$ cat config.mk
export PLATFORM = sky130hd
export DESIGN_NAME = sw_pe_gen_flat
export DESIGN_NICKNAME = d
export VERILOG_FILES = /design/src/rtl/sw_pe_gen_if.sv /design/src/rtl/sw_pe_gen.sv /design/src/flat_wrapper.sv
export SDC_FILE = /design/constraint.sdc
export NUM_CORES = 1
export LEC_CHECK = 0
export CAP_MARGIN = 0
export CORE_ASPECT_RATIO = 0.5
export CORE_MARGIN = 2
export CORE_UTILIZATION = 54
export CTS_BUF_LIST = sky130_fd_sc_hd__clkbuf_16
export CTS_CLUSTER_SIZE = 10
export DETAILED_ROUTE_END_ITERATION = 10
export HOLD_SLACK_MARGIN = 0.12
export PLACE_DENSITY = 0.82
export SLEW_MARGIN = 10
export SYNTH_ARGS = -nofsm -noshare
export SYNTH_HDL_FRONTEND = slang
export SYNTH_SLANG_ARGS = --single-unit
$ cat constraint.sdc
create_clock -name clk -period 9.4 [get_ports clk]
set_clock_uncertainty 0.2 [all_clocks]
set_input_delay 2.35 -clock clk [delete_from_list [all_inputs] [get_ports clk]]
set_output_delay 2.35 -clock clk [all_outputs]
set_load 0.01 [all_outputs]
$ cat src/rtl/sw_pe_gen_if.sv
// Bundle of all non-clock signals of one Smith-Waterman processing element:
// scoring config, resident query, upstream inputs and downstream outputs.
interface sw_pe_gen_if #(
    parameter int CALC_BIT = 10,
    parameter int SYM_BIT  = 2,
    parameter int COL_BIT  = 10
);
    logic                       en;
    logic                       mode_local;
    logic signed [CALC_BIT-1:0] match_i;
    logic signed [CALC_BIT-1:0] mismatch_i;
    logic signed [CALC_BIT-1:0] alpha_i;
    logic signed [CALC_BIT-1:0] beta_i;
    logic                       t_vld_in;
    logic                       t_last_in;
    logic [SYM_BIT-1:0]         t_sym_in;
    logic                       q_vld;
    logic [SYM_BIT-1:0]         q_sym;
    logic signed [CALC_BIT-1:0] v_in;
    logic signed [CALC_BIT-1:0] v_in_a;
    logic signed [CALC_BIT-1:0] f_in_b;
    logic signed [CALC_BIT-1:0] max_in;
    logic [COL_BIT-1:0]         max_col_in;
    logic                       t_vld_out;
    logic                       t_last_out;
    logic [SYM_BIT-1:0]         t_sym_out;
    logic signed [CALC_BIT-1:0] v_out;
    logic signed [CALC_BIT-1:0] v_out_a;
    logic signed [CALC_BIT-1:0] f_out_b;
    logic signed [CALC_BIT-1:0] max_out;
    logic [COL_BIT-1:0]         max_col_out;
    logic [1:0]                 tb_out;
    logic                       update_q_ow;

    modport slave (
        input  en, mode_local, match_i, mismatch_i, alpha_i, beta_i,
               t_vld_in, t_last_in, t_sym_in, q_vld, q_sym,
               v_in, v_in_a, f_in_b, max_in, max_col_in,
        output t_vld_out, t_last_out, t_sym_out, v_out, v_out_a, f_out_b,
               max_out, max_col_out, tb_out, update_q_ow
    );

    modport master (
        output en, mode_local, match_i, mismatch_i, alpha_i, beta_i,
               t_vld_in, t_last_in, t_sym_in, q_vld, q_sym,
               v_in, v_in_a, f_in_b, max_in, max_col_in,
        input  t_vld_out, t_last_out, t_sym_out, v_out, v_out_a, f_out_b,
               max_out, max_col_out, tb_out, update_q_ow
    );
endinterface

$ cat src/rtl/sw_pe_gen.sv
// Smith-Waterman affine-gap processing element: one DP cell per enabled
// valid target symbol, saturating arithmetic, running max and traceback.
module sw_pe_gen #(
    parameter int CALC_BIT = 10,
    parameter int SYM_BIT  = 2,
    parameter int COL_BIT  = 10
) (
    input  logic         clk,
    input  logic         rst_n,
    sw_pe_gen_if.slave   bus
);
    typedef logic signed [CALC_BIT-1:0] score_t;
    typedef enum logic [0:0] {IDLE = 1'b0, CALC = 1'b1} state_t;

    localparam score_t S_ZERO = {CALC_BIT{1'b0}};
    localparam score_t S_MAX  = {1'b0, {(CALC_BIT-1){1'b1}}};
    localparam score_t S_MIN  = {1'b1, {(CALC_BIT-1){1'b0}}};

    function automatic score_t sat_add(input score_t a, input score_t b);
        logic [CALC_BIT:0] sum_s;
        sum_s = {a[CALC_BIT-1], a} + {b[CALC_BIT-1], b};
        if (sum_s[CALC_BIT] != sum_s[CALC_BIT-1]) begin
            sat_add = sum_s[CALC_BIT] ? S_MIN : S_MAX;
        end else begin
            sat_add = score_t'(sum_s[CALC_BIT-1:0]);
        end
    endfunction

    state_t               state_r, state_nxt_s;
    logic [COL_BIT-1:0]   col_r;
    score_t               v_diag_r, e_reg_b_r;
    logic                 t_vld_r, t_last_r, upd_r;
    logic [SYM_BIT-1:0]   t_sym_r;
    score_t               v_out_r, v_out_a_r, f_out_b_r, max_r;
    logic [COL_BIT-1:0]   max_col_r;
    logic [1:0]           tb_r;

    logic                 calc_s;
    score_t               f_s, e_s, d_s, sub_s, hm_s, h_s;
    logic [1:0]           tbm_s, tb_s;

    // Cell recurrence: F, E, D, then H with D > F > E tie priority.
    always_comb begin
        calc_s = bus.en & bus.t_vld_in & bus.q_vld;
        f_s    = (bus.f_in_b > bus.v_in_a) ? bus.f_in_b : bus.v_in_a;
        e_s    = (e_reg_b_r > v_out_a_r) ? e_reg_b_r : v_out_a_r;
        sub_s  = (bus.t_sym_in == bus.q_sym) ? bus.match_i : bus.mismatch_i;
        d_s    = sat_add(v_diag_r, sub_s);
        if ((d_s >= f_s) && (d_s >= e_s)) begin
            hm_s  = d_s;
            tbm_s = 2'd1;
        end else if (f_s >= e_s) begin
            hm_s  = f_s;
            tbm_s = 2'd2;
        end else begin
            hm_s  = e_s;
            tbm_s = 2'd3;
        end
        // Local clamp wins only when every candidate is strictly negative.
        if (bus.mode_local && hm_s[CALC_BIT-1]) begin
            h_s  = S_ZERO;
            tb_s = 2'd0;
        end else begin
            h_s  = hm_s;
            tb_s = tbm_s;
        end
    end

    // Next-state logic for the per-target IDLE/CALC sequencer.
    always_comb begin
        state_nxt_s = state_r;
        case (state_r)
            IDLE: begin
                if (calc_s && !bus.t_last_in) state_nxt_s = CALC;
                else                          state_nxt_s = IDLE;
            end
            CALC: begin
                if (bus.en && bus.t_last_in) state_nxt_s = IDLE;
                else                         state_nxt_s = CALC;
            end
            default: state_nxt_s = IDLE;
        endcase
    end

    // State register.
    always_ff @(posedge clk or negedge rst_n) begin
        if (!rst_n) state_r <= IDLE;
        else if (bus.en) state_r <= state_nxt_s;
        else state_r <= state_r;
    end

    // Datapath registers; all held while en is low except the one-shot pulse.
    always_ff @(posedge clk or negedge rst_n) begin
        if (!rst_n) begin
            col_r     <= {COL_BIT{1'b0}};
            v_diag_r  <= S_ZERO;
            e_reg_b_r <= S_ZERO;
            t_vld_r   <= 1'b0;
            t_last_r  <= 1'b0;
            t_sym_r   <= {SYM_BIT{1'b0}};
            v_out_r   <= S_ZERO;
            v_out_a_r <= S_ZERO;
            f_out_b_r <= S_ZERO;
            max_r     <= S_ZERO;
            max_col_r <= {COL_BIT{1'b0}};
            tb_r      <= 2'd0;
            upd_r     <= 1'b0;
        end else begin
            upd_r <= bus.en & bus.t_vld_in & bus.t_last_in;
            if (bus.en) begin
                t_vld_r  <= bus.t_vld_in;
                t_last_r <= bus.t_last_in;
                t_sym_r  <= bus.t_sym_in;
                if (calc_s) begin
                    v_out_r   <= h_s;
                    tb_r      <= tb_s;
                    v_out_a_r <= sat_add(h_s, bus.alpha_i);
                    f_out_b_r <= sat_add(f_s, bus.beta_i);
                    if (h_s > bus.max_in) begin
                        max_r     <= h_s;
                        max_col_r <= col_r;
                    end else begin
                        max_r     <= bus.max_in;
                        max_col_r <= bus.max_col_in;
                    end
                    // Last cell wipes the row history so the next target starts clean.
                    if (bus.t_last_in) begin
                        v_diag_r  <= S_ZERO;
                        e_reg_b_r <= S_ZERO;
                        col_r     <= {COL_BIT{1'b0}};
                    end else begin
                        v_diag_r  <= bus.v_in;
                        e_reg_b_r <= sat_add(e_s, bus.beta_i);
                        col_r     <= col_r + {{(COL_BIT-1){1'b0}}, 1'b1};
                    end
                end else begin
                    v_out_r   <= S_ZERO;
                    tb_r      <= 2'd0;
                    v_out_a_r <= bus.alpha_i;
                    f_out_b_r <= bus.beta_i;
                    e_reg_b_r <= bus.beta_i;
                    v_diag_r  <= S_ZERO;
                    max_r     <= bus.max_in;
                    max_col_r <= bus.max_col_in;
                    col_r     <= (state_r == IDLE) ? {COL_BIT{1'b0}} : col_r;
                end
            end
        end
    end

    assign bus.t_vld_out   = t_vld_r;
    assign bus.t_last_out  = t_last_r;
    assign bus.t_sym_out   = t_sym_r;
    assign bus.v_out       = v_out_r;
    assign bus.v_out_a     = v_out_a_r;
    assign bus.f_out_b     = f_out_b_r;
    assign bus.max_out     = max_r;
    assign bus.max_col_out = max_col_r;
    assign bus.tb_out      = tb_r;
    assign bus.update_q_ow = upd_r;
endmodule

$ cat src/flat_wrapper.sv
// flat-port wrapper written by rule: the top's interface ports become plain ports
module sw_pe_gen_flat 
#(
    parameter int CALC_BIT = 10,
    parameter int SYM_BIT  = 2,
    parameter int COL_BIT  = 10
)
  (clk, rst_n, bus_en, bus_mode_local, bus_match_i, bus_mismatch_i, bus_alpha_i, bus_beta_i, bus_t_vld_in, bus_t_last_in, bus_t_sym_in, bus_q_vld, bus_q_sym, bus_v_in, bus_v_in_a, bus_f_in_b, bus_max_in, bus_max_col_in, bus_t_vld_out, bus_t_last_out, bus_t_sym_out, bus_v_out, bus_v_out_a, bus_f_out_b, bus_max_out, bus_max_col_out, bus_tb_out, bus_update_q_ow);
  sw_pe_gen_if #(.CALC_BIT(CALC_BIT), .SYM_BIT(SYM_BIT), .COL_BIT(COL_BIT)) bus_i ();
  input  logic clk;
  input  logic rst_n;
  input wire logic [$bits(bus_i.en)-1:0] bus_en;
  input wire logic [$bits(bus_i.mode_local)-1:0] bus_mode_local;
  input wire logic [$bits(bus_i.match_i)-1:0] bus_match_i;
  input wire logic [$bits(bus_i.mismatch_i)-1:0] bus_mismatch_i;
  input wire logic [$bits(bus_i.alpha_i)-1:0] bus_alpha_i;
  input wire logic [$bits(bus_i.beta_i)-1:0] bus_beta_i;
  input wire logic [$bits(bus_i.t_vld_in)-1:0] bus_t_vld_in;
  input wire logic [$bits(bus_i.t_last_in)-1:0] bus_t_last_in;
  input wire logic [$bits(bus_i.t_sym_in)-1:0] bus_t_sym_in;
  input wire logic [$bits(bus_i.q_vld)-1:0] bus_q_vld;
  input wire logic [$bits(bus_i.q_sym)-1:0] bus_q_sym;
  input wire logic [$bits(bus_i.v_in)-1:0] bus_v_in;
  input wire logic [$bits(bus_i.v_in_a)-1:0] bus_v_in_a;
  input wire logic [$bits(bus_i.f_in_b)-1:0] bus_f_in_b;
  input wire logic [$bits(bus_i.max_in)-1:0] bus_max_in;
  input wire logic [$bits(bus_i.max_col_in)-1:0] bus_max_col_in;
  output wire logic [$bits(bus_i.t_vld_out)-1:0] bus_t_vld_out;
  output wire logic [$bits(bus_i.t_last_out)-1:0] bus_t_last_out;
  output wire logic [$bits(bus_i.t_sym_out)-1:0] bus_t_sym_out;
  output wire logic [$bits(bus_i.v_out)-1:0] bus_v_out;
  output wire logic [$bits(bus_i.v_out_a)-1:0] bus_v_out_a;
  output wire logic [$bits(bus_i.f_out_b)-1:0] bus_f_out_b;
  output wire logic [$bits(bus_i.max_out)-1:0] bus_max_out;
  output wire logic [$bits(bus_i.max_col_out)-1:0] bus_max_col_out;
  output wire logic [$bits(bus_i.tb_out)-1:0] bus_tb_out;
  output wire logic [$bits(bus_i.update_q_ow)-1:0] bus_update_q_ow;
  assign bus_i.en = bus_en;
  assign bus_i.mode_local = bus_mode_local;
  assign bus_i.match_i = bus_match_i;
  assign bus_i.mismatch_i = bus_mismatch_i;
  assign bus_i.alpha_i = bus_alpha_i;
  assign bus_i.beta_i = bus_beta_i;
  assign bus_i.t_vld_in = bus_t_vld_in;
  assign bus_i.t_last_in = bus_t_last_in;
  assign bus_i.t_sym_in = bus_t_sym_in;
  assign bus_i.q_vld = bus_q_vld;
  assign bus_i.q_sym = bus_q_sym;
  assign bus_i.v_in = bus_v_in;
  assign bus_i.v_in_a = bus_v_in_a;
  assign bus_i.f_in_b = bus_f_in_b;
  assign bus_i.max_in = bus_max_in;
  assign bus_i.max_col_in = bus_max_col_in;
  assign bus_t_vld_out = bus_i.t_vld_out;
  assign bus_t_last_out = bus_i.t_last_out;
  assign bus_t_sym_out = bus_i.t_sym_out;
  assign bus_v_out = bus_i.v_out;
  assign bus_v_out_a = bus_i.v_out_a;
  assign bus_f_out_b = bus_i.f_out_b;
  assign bus_max_out = bus_i.max_out;
  assign bus_max_col_out = bus_i.max_col_out;
  assign bus_tb_out = bus_i.tb_out;
  assign bus_update_q_ow = bus_i.update_q_ow;
  sw_pe_gen #(.CALC_BIT(CALC_BIT), .SYM_BIT(SYM_BIT), .COL_BIT(COL_BIT)) u_core (.clk(clk), .rst_n(rst_n), .bus(bus_i));
endmodule
==> results_dict.tcl <==
set metrics [dict create \
    worstPathArrival_ps 9120 \
    synthDistinctLibCells 76 \
    drive_gt1_share_pct 19.1 \
    die_area_mm2 0.0165 \
    synth-seq-cells 88 \
    cts_hold_buf 0 \
    synthTopCellsByArea "dfrtp_1, ha_1, o21ai_0" \
    power_density_mw_per_mm2 423 \
    grt_max_degree 68 \
    chipHeight_um 91.9 \
    gp_congestion 1.01 \
    track_usage_pct 35.1 \
    syn_inst 1003 \
    slew_headroom_pct 35.6 \
    antenna_cells 0 \
    finalSetupViolCount 0 \
    wl_per_cell_um 20.1 \
    drt_first_pass_iters 6 \
    power_frac_comb_pct 80.5 \
    crit_fanout 7 \
    place_inst 1455 \
    grt_pass1_vias 8968 \
    drc 0 \
    area_growth_pct 40.2 \
    cts_max_path_buffers 2 \
    multi_input_area_mm2 0.00595 \
    rr_worst_depth 29 \
    ios 158 \
    power_frac_clock_pct 7.6 \
    syn_nets 1211 \
    cap_viol_max_count 0 \
    fill_cells 1112 \
    h-tree-depth 3 \
    synth_edf_count 0 \
    p_leak_nw 5.48 \
    vias 9319 \
    antenna_found_initial 0 \
    port_buffers 157 \
    seq_power_share_pct 11.8 \
    grt_pass1_wl_um 46300 \
    final_antenna_net_count 0 \
    initial_core_util_pct 54.7 \
    post-place-ws_ps -927 \
    start_kind "primary input" \
    vdd_drop_max_uv 282 \
    drt_wl_total_um 29700 \
    finalHoldViolations 0 \
    rows 32 \
    synthArstFlopShare_pct 100 \
    chipWidth_um 180 \
    synth_common_cells "ha_1, dfrtp_1, inv_1" \
    timing.fmax_ghz 0.110 \
    numCtsBuffers 9 \
    yosysTopAreaCell "dfrtp_1" \
    hp-class "reg -> reg" \
    ys_seq_area_share_pct 26.4 \
    yosysMostFrequentCell "ha_1" \
    worst_slew_pin_slew_ps 960 \
    netlist.area_leader.share_pct 26.4 \
    synth_ff_type "dfrtp_1" \
    switchingPower_w 0.00241 \
    drt_iter0_markers 873 \
    outcome "complete, no violations" \
    rsz0062_at_grt "no" \
    core_mm2 0.0153 \
    hold_depth 1 \
    p_int_w 0.00254 \
    stdcell_count 1479 \
    layout_min_cycle_time_ps 9100 \
    finalCritPeriodShare_pct 96.8 \
    synth_warnings 0 \
    cts-root-buf "clkbuf_16" \
    slowest_stage "o311ai_4" \
    slew_viol_final 0 \
    cp.required_ps 9420 \
    cts.sinks 88 \
    grt_overflow 0 \
    path_clk_slew_ps 70 \
    max_stage_delay_ps 340 \
    regArea_mm2 0.00220 \
    postSynthAreaPerCell_um2 8.32 \
    setup_slack_ps 298 \
    swShare_pct 48.7 \
    dp_hpwl_um 22400 \
    via_per_inst 6.30 \
    path_class "in -> reg" \
    insertion_delay_ps 360 \
    end_kind "flop" \
    synthesis.area_mm2 0.00835 \
    nets 1478 \
    cts_tree "yes" \
]
[registers in the layout, indices dropped and copies added, names as in the netlist]
signal / flops
u_core.bus.f_out_b: 10
u_core.bus.max_col_out: 10
u_core.bus.max_out: 10
u_core.bus.v_out: 10
u_core.bus.v_out_a: 10
u_core.col_r: 10
u_core.e_reg_b_r: 10
u_core.v_diag_r: 10
u_core.bus.t_sym_out: 2
u_core.bus.tb_out: 2
u_core.bus.t_last_out: 1
u_core.bus.t_vld_out: 1
u_core.bus.update_q_ow: 1
u_core.state_r: 1
[stage by stage]
| stage | setup TNS [ps] | hold WS [ps] | power, W | utilization (%) | area, µm² |
|---|---|---|---|---|---|
| finish | 0 | 292 | 0.00495 | 76.7 | 11700 |
| global route | 0 | 306 | 0.00527 | 76.7 | 11700 |
| CTS | -9.47 | 297 | 0.00454 | 74.7 | 11400 |
| detailed placement | -15120 | 276 | 0.00402 | 72.1 | 11000 |
| global placement | -7510 | 277 | 0.00393 | 72.1 | 11000 |
| floorplan | 0 | 250 | 0.00258 | - | 8360 |
[metal layers]
metal,vias up,wire length [µm],GRT usage (%)
met5,-,0,0
met4,0,729,10.7
met3,64,2490,7.11
met2,480,13300,56.1
met1,4478,13100,48.1
li1,4297,-,-
[power groups by stage]
stage / clock network, W / logic, W / registers [W]
after floorplan: 0 / 0.00200 / 0.000586
after global placement: 0 / 0.00335 / 0.000582
after detailed placement: 0 / 0.00344 / 0.000585
after CTS: 0.000378 / 0.00358 / 0.000581
after global routing: 0.000391 / 0.00429 / 0.000594
final: 0.000378 / 0.00399 / 0.000586
[cell usage in the layout, fill, tap and decap left out, types with 15 or more instances in the layout]
cell type,n
a21o_1,18
dfrtp_1,88
o21ai_0,59
nand2_1,73
a31oi_1,23
clkdlybuf4s50_1,151
inv_1,89
nor3_1,21
buf_4,141
and3_1,15
a21oi_1,50
nand3_1,24
ha_1,97
mux2_2,15
o211ai_1,16
nor2_1,79
[area by class of cell]
| type | instances | share of cell area [%] |
|---|---|---|
| clock buffer | 9 | 1.92 |
| clock inverter | 7 | 0.599 |
| inverter | 88 | 2.82 |
| multi-input combinational | 782 | 50.8 |
| sequential | 88 | 18.8 |
| tap | 204 | 2.18 |
| timing repair buffer | 301 | 22.8 |
[repair_timing]
action / CTS / global route
setup endpoints to repair: 24 / 30
pin swaps: 4 / 24
gates resized for setup: 21 / 58
setup buffers: 1 / 7
[critical path, delay by kind of cell]
kind            cells  cell delay (ps)
xor+xnor            2              380
simple gates        8              840
mux                 1              330
buf+inv             4              650
compound gates     17             3380
fa+ha+maj           4             1170
[path summary, 6_finish.rpt]
path,from,to,slack (ps)
setup / recovery,bus_t_sym_in[1],u_core.bus.v_out_a[7]$_DFFE_PN0P_,300
setup reg to reg,u_core.bus.v_out_a[9]$_DFFE_PN0P_,u_core.bus.v_out_a[7]$_DFFE_PN0P_,1600
hold reg to reg,u_core.bus.tb_out[0]$_DFFE_PN0P_,u_core.bus.tb_out[0]$_DFFE_PN0P_,290
hold / removal,u_core.bus.tb_out[0]$_DFFE_PN0P_,u_core.bus.tb_out[0]$_DFFE_PN0P_,290
min in group asynchronous,rst_n,u_core.v_diag_r[7]$_DFFE_PN0P_,1680
max in group asynchronous,rst_n,u_core.bus.f_out_b[2]$_DFFE_PN0P_,6120
[cell families after synthesis]
group / count (synthesis) / synth area share (%)
flip-flops: 88 / 26.4
AO/OA/AOI/OAI: 355 / 29.9
XOR/XNOR: 27 / 2.83
AND/OR/NAND/NOR: 270 / 15.2
adder cells (fa/ha/maj): 108 / 16.5
buffers and inverters: 133 / 6.30
multiplexers: 22 / 2.88
(Power assumes the default switching activity.)
==> RTL edit 1 (same flow settings) <==
`CALC_BIT` is set to 10 in 3 places; all go to 12.
--- a/src/rtl/sw_pe_gen_if.sv
+++ b/src/rtl/sw_pe_gen_if.sv
@@ -2,5 +2,5 @@
 // scoring config, resident query, upstream inputs and downstream outputs.
 interface sw_pe_gen_if #(
-    parameter int CALC_BIT = 10,
+    parameter int CALC_BIT = 12,
     parameter int SYM_BIT  = 2,
     parameter int COL_BIT  = 10
--- a/src/rtl/sw_pe_gen.sv
+++ b/src/rtl/sw_pe_gen.sv
@@ -2,5 +2,5 @@
 // valid target symbol, saturating arithmetic, running max and traceback.
 module sw_pe_gen #(
-    parameter int CALC_BIT = 10,
+    parameter int CALC_BIT = 12,
     parameter int SYM_BIT  = 2,
     parameter int COL_BIT  = 10
--- a/src/flat_wrapper.sv
+++ b/src/flat_wrapper.sv
@@ -2,5 +2,5 @@
 module sw_pe_gen_flat 
 #(
-    parameter int CALC_BIT = 10,
+    parameter int CALC_BIT = 12,
     parameter int SYM_BIT  = 2,
     parameter int COL_BIT  = 10
Ports: changed (12 resized); port bits go from 158 to 182. The function was not compared with the original's and may differ.
==> RTL edit 1 against the original RTL <==
- the run now ends with negative setup slack left
- final area is 18% higher
- wire length is 27% higher
- synthesized area is 15% higher
- final cell count is 14% higher
- via count is 17% higher
- critical path depth is 4 higher
- sequential cell count is 12 higher
- worst setup slack worse by 490 ps
- register-to-register slack worse by 250 ps
- critical endpoint is now u_core.bus.v_out_a[6]$_DFFE_PN0P_
- largest cell class unchanged
Power is not shown: default switching activity piles up to over one toggle a cycle in this logic, so the estimate is an artifact.
==> RTL edit 1: results (changes against the original RTL) <==
SYN-NUM-NETS=1376  # was 1211
FIN_WS_PS=-188.5  # was 298.3 ps
PATH_MAX_FANOUT=8  # was 7
SYNTHADDERAREAFRAC=0.1681  # was 0.1652
BUFFERS_EXCL_CLOCK=354  # was 301
INVERTERS_EXCL_CLOCK=89  # was 88
SYNTH.AREA.TOP_CELLS='sky130_fd_sc_hd__dfrtp_1, sky130_fd_sc_hd__ha_1, sky130_fd_sc_hd__a21oi_1'  # was sky130_fd_sc_hd__dfrtp_1, sky130_fd_sc_hd__ha_1, sky130_fd_sc_hd__o21ai_0
DESIGN_AREA_SQ_UM=13770  # was 11700 sq um
MIN_DELAY_WORST_ENDPOINT='u_core.bus.v_out[3]$_DFFE_PN0P_'  # was u_core.bus.tb_out[0]$_DFFE_PN0P_
DRT-TOTAL-WL_UM=37750  # was 29670 um
GP_CONGESTION=0.9745  # was 1.011
ENDPOINT='u_core.bus.v_out_a[6]$_DFFE_PN0P_'  # was u_core.bus.v_out_a[7]$_DFFE_PN0P_
GRT_START_MAX_NET_PINS=84  # was 68
DPL-INSTANCE-AREA_SQ_UM=12520  # was 11000 sq um
CTS_POST_SETUP_BUFFERS_INSERTED=20  # was 1
CPMAXSTAGEDELAYCELL='sky130_fd_sc_hd__fa_2'  # was sky130_fd_sc_hd__o311ai_4
FAILED_CHECKS='negative setup slack'
WORSTSETUPSTARTPOINT='bus_t_sym_in[0]'  # was bus_t_sym_in[1]
CPPEAKSTAGEDELAY_PS=380  # was 340 ps
WORST_MAX_SLEW_MARGIN_EXPRESSED_RELATIVE_TO_THE_LIMIT=0.3699  # was 0.3563
POST_SYNTH_MUX_AREA_SHARE=0.04054  # was 0.02879
MULTI_INPUT_AREA_SQ_UM=7181  # was 5948 sq um
FILL_CELLS=1167  # was 1112
YOSYSSEQAREASHARE=0.2599  # was 0.2639
YOSYSUNIQUECELLTYPES=80  # was 76
LAYOUT.COMB_GATES.MULTI_INPUT=897  # was 782
SEQ_CELL_COUNT=100  # was 88
FIRST_GLOBAL_VIAS=10550  # was 8968
STATUS='finished, violations left'  # was finished, final reports clean
REPORT.FINAL.SETUP_VIOL=12  # was 0
SYNTH_COMMON_CELLS='sky130_fd_sc_hd__ha_1, sky130_fd_sc_hd__a21oi_1, sky130_fd_sc_hd__dfrtp_1, sky130_fd_sc_hd__nor2_1, sky130_fd_sc_hd__inv_1'  # was sky130_fd_sc_hd__ha_1, sky130_fd_sc_hd__dfrtp_1, sky130_fd_sc_hd__inv_1, sky130_fd_sc_hd__nor2_1, sky130_fd_sc_hd__nand2_1
RTL edit 1: cell count changes after synthesis, sizes merged, moves of 12 or more:
cell / before / now
o21a: 11 / 23
a31oi: 25 / 10
nor2: 80 / 94
mux2i: 6 / 21
o21ai: 74 / 59
a221oi: 17 / 2
nand2: 78 / 44
ha: 103 / 123
a21oi: 58 / 111
dfrtp: 88 / 100
RTL edit 1: metrics by stage:
stage	setup WS (ps)	std cells	hold slack (ps)	setup TNS (ps)	utilization
detailed placement	-1018	1631	276.2	-26520	0.7198
CTS	-33.80	1667	293.8	-33.80	0.7572
global route	-442.8	1690	316.2	-8390	0.7912
finish	-188.5	1690	297.7	-1700	0.7912
global placement	-813.0	1631	270.7	-20720	0.7198
floorplan	-14.49	1132	271.2	-14.49	-
RTL edit 1: layer usage:
metal / part of all wire / global-route usage
met1: 0.41 / 0.5132
met2: 0.45 / 0.5953
met3: 0.10 / 0.06410
met4: 0.032 / 0.08749
met5: 0 / 0
==> RTL edit 2 (same settings) <==
Made on the original files. Make the reset (`rst_n`) synchronous in 2 clocked blocks.
--- a/src/rtl/sw_pe_gen.sv
+++ b/src/rtl/sw_pe_gen.sv
@@ -84,5 +84,5 @@
 
     // State register.
-    always_ff @(posedge clk or negedge rst_n) begin
+    always_ff @(posedge clk) begin
         if (!rst_n) state_r <= IDLE;
         else if (bus.en) state_r <= state_nxt_s;
@@ -91,5 +91,5 @@
 
     // Datapath registers; all held while en is low except the one-shot pulse.
-    always_ff @(posedge clk or negedge rst_n) begin
+    always_ff @(posedge clk) begin
         if (!rst_n) begin
             col_r     <= {COL_BIT{1'b0}};
Function: differs if rst_n is asserted again (counterexample within 4 cycles, from zero or initial values and one cycle with rst_n low); with rst_n held inactive, the same outputs for 4 cycles.
==> RTL edit 2 against the original RTL <==
- sequential cell count is the same
- sequential share of layout area is 2.1 points lower
- synthesized area down 8.7%
- fmax decreased by 1.0%
- final area decreased by 9.9%
- critical path depth increased by 2
- worst setup slack worse by 96 ps
- wire length shrank 17%
- non-clock buffer count fell by 41
- via count shrank 13%
- critical endpoint is now u_core.bus.v_out_a[1]$_SDFFE_PN0P_
- largest cell class unchanged
- highest routed layer unchanged
Power is not compared: it rests on default switching activity, and its combinational part moved more than twofold at a synthesized area within 25%.
==> RTL edit 2: results (changes against the original RTL) <==
STATUS='finished, final reports clean'  # unchanged
SYN-NUM-NETS=1138  # was 1211
DR_WL_MET3_UM=2132  # was 2491 um
WORSTMARGINPINSLEW_PS=1010  # was 959.7 ps
RR_ENDPOINT='u_core.bus.v_out_a[1]$_SDFFE_PN0P_'  # was u_core.bus.v_out_a[7]$_DFFE_PN0P_
YOSYS_MOST_USED_DFF='sky130_fd_sc_hd__dfxtp_1'  # was sky130_fd_sc_hd__dfrtp_1
FIN_HOLD_WS_PS=253.6  # was 292.1 ps
CPMAXSTAGEDELAYCELL='sky130_fd_sc_hd__fa_2'  # was sky130_fd_sc_hd__o311ai_4
FF2FF_SETUP_SLACK_PS=1870  # was 1600 ps
SYNTHESIS.INSTANCES=930  # was 1003
DETAIL_ROUTE.WL_PER_CELL_UM=18.05  # was 20.06 um
MIN-DELAY-START='u_core.bus.tb_out[1]$_SDFFE_PN0P_'  # was u_core.bus.tb_out[0]$_DFFE_PN0P_
DRT-TOTAL-WL_UM=24640  # was 29670 um
SYNTH_COMMON_CELLS='sky130_fd_sc_hd__ha_1, sky130_fd_sc_hd__dfxtp_1, sky130_fd_sc_hd__o21ai_0, sky130_fd_sc_hd__nand2_1, sky130_fd_sc_hd__a21oi_1'  # was sky130_fd_sc_hd__ha_1, sky130_fd_sc_hd__dfrtp_1, sky130_fd_sc_hd__inv_1, sky130_fd_sc_hd__nor2_1, sky130_fd_sc_hd__nand2_1
MIN_DELAY_WORST_ENDPOINT='u_core.bus.tb_out[1]$_SDFFE_PN0P_'  # was u_core.bus.tb_out[0]$_DFFE_PN0P_
WORSTHOLDPATHCELLS=2  # was 1
TIMING.RR.START='u_core.bus.v_out_a[3]$_SDFFE_PN0P_'  # was u_core.bus.v_out_a[9]$_DFFE_PN0P_
WORST-ENDPOINT-ARRIVAL_PS=9240  # was 9120 ps
DR.PASS1.ITERS=5  # was 6
FIRST_GLOBAL_VIAS=7750  # was 8968
GP_CONGESTION=0.9209  # was 1.011
PATH_MAX_FANOUT=5  # was 7
YOSYSUNIQUECELLTYPES=79  # was 76
MET2_WIRELENGTH_UM=11020  # was 13310 um
SYNTH.AREA.TOP_CELLS='sky130_fd_sc_hd__dfxtp_1, sky130_fd_sc_hd__ha_1, sky130_fd_sc_hd__o21ai_0'  # was sky130_fd_sc_hd__dfrtp_1, sky130_fd_sc_hd__ha_1, sky130_fd_sc_hd__o21ai_0
RTL edit 2: final cells by class:
cell class	instances	area (sq um)
fill	1024	3117
antenna	1	2.502
clock buffer	9	225.2
timing repair buffer	260	2366
inverter	70	262.8
multi-input combinational	738	5615
clock inverter	7	72.57
sequential	88	1762
tap	192	240.2
RTL edit 2: per-layer routing:
layer	global-route usage	vias up
li1	-	3874
met1	0.4419	3805
met5	0	-
met2	0.5268	347
met4	0.07869	0
met3	0.05784	53
RTL edit 2: cells by family after synthesis:
kind of cell | after synthesis | share of synthesized area
buf+inv | 105 | 0.06254
fa+ha+maj | 107 | 0.1796
flops | 88 | 0.2311
xor+xnor | 34 | 0.03907
compound gates | 307 | 0.2620
mux | 51 | 0.07157
simple gates | 238 | 0.1541
RTL edit 2: repair_timing:
action	CTS	global route
pin swaps	11	29
resized for setup	21	28
setup endpoints to repair	26	30
hold endpoints to repair	0	0
hold buffers	0	0
buffers inserted	8	5
gates cloned	0	1
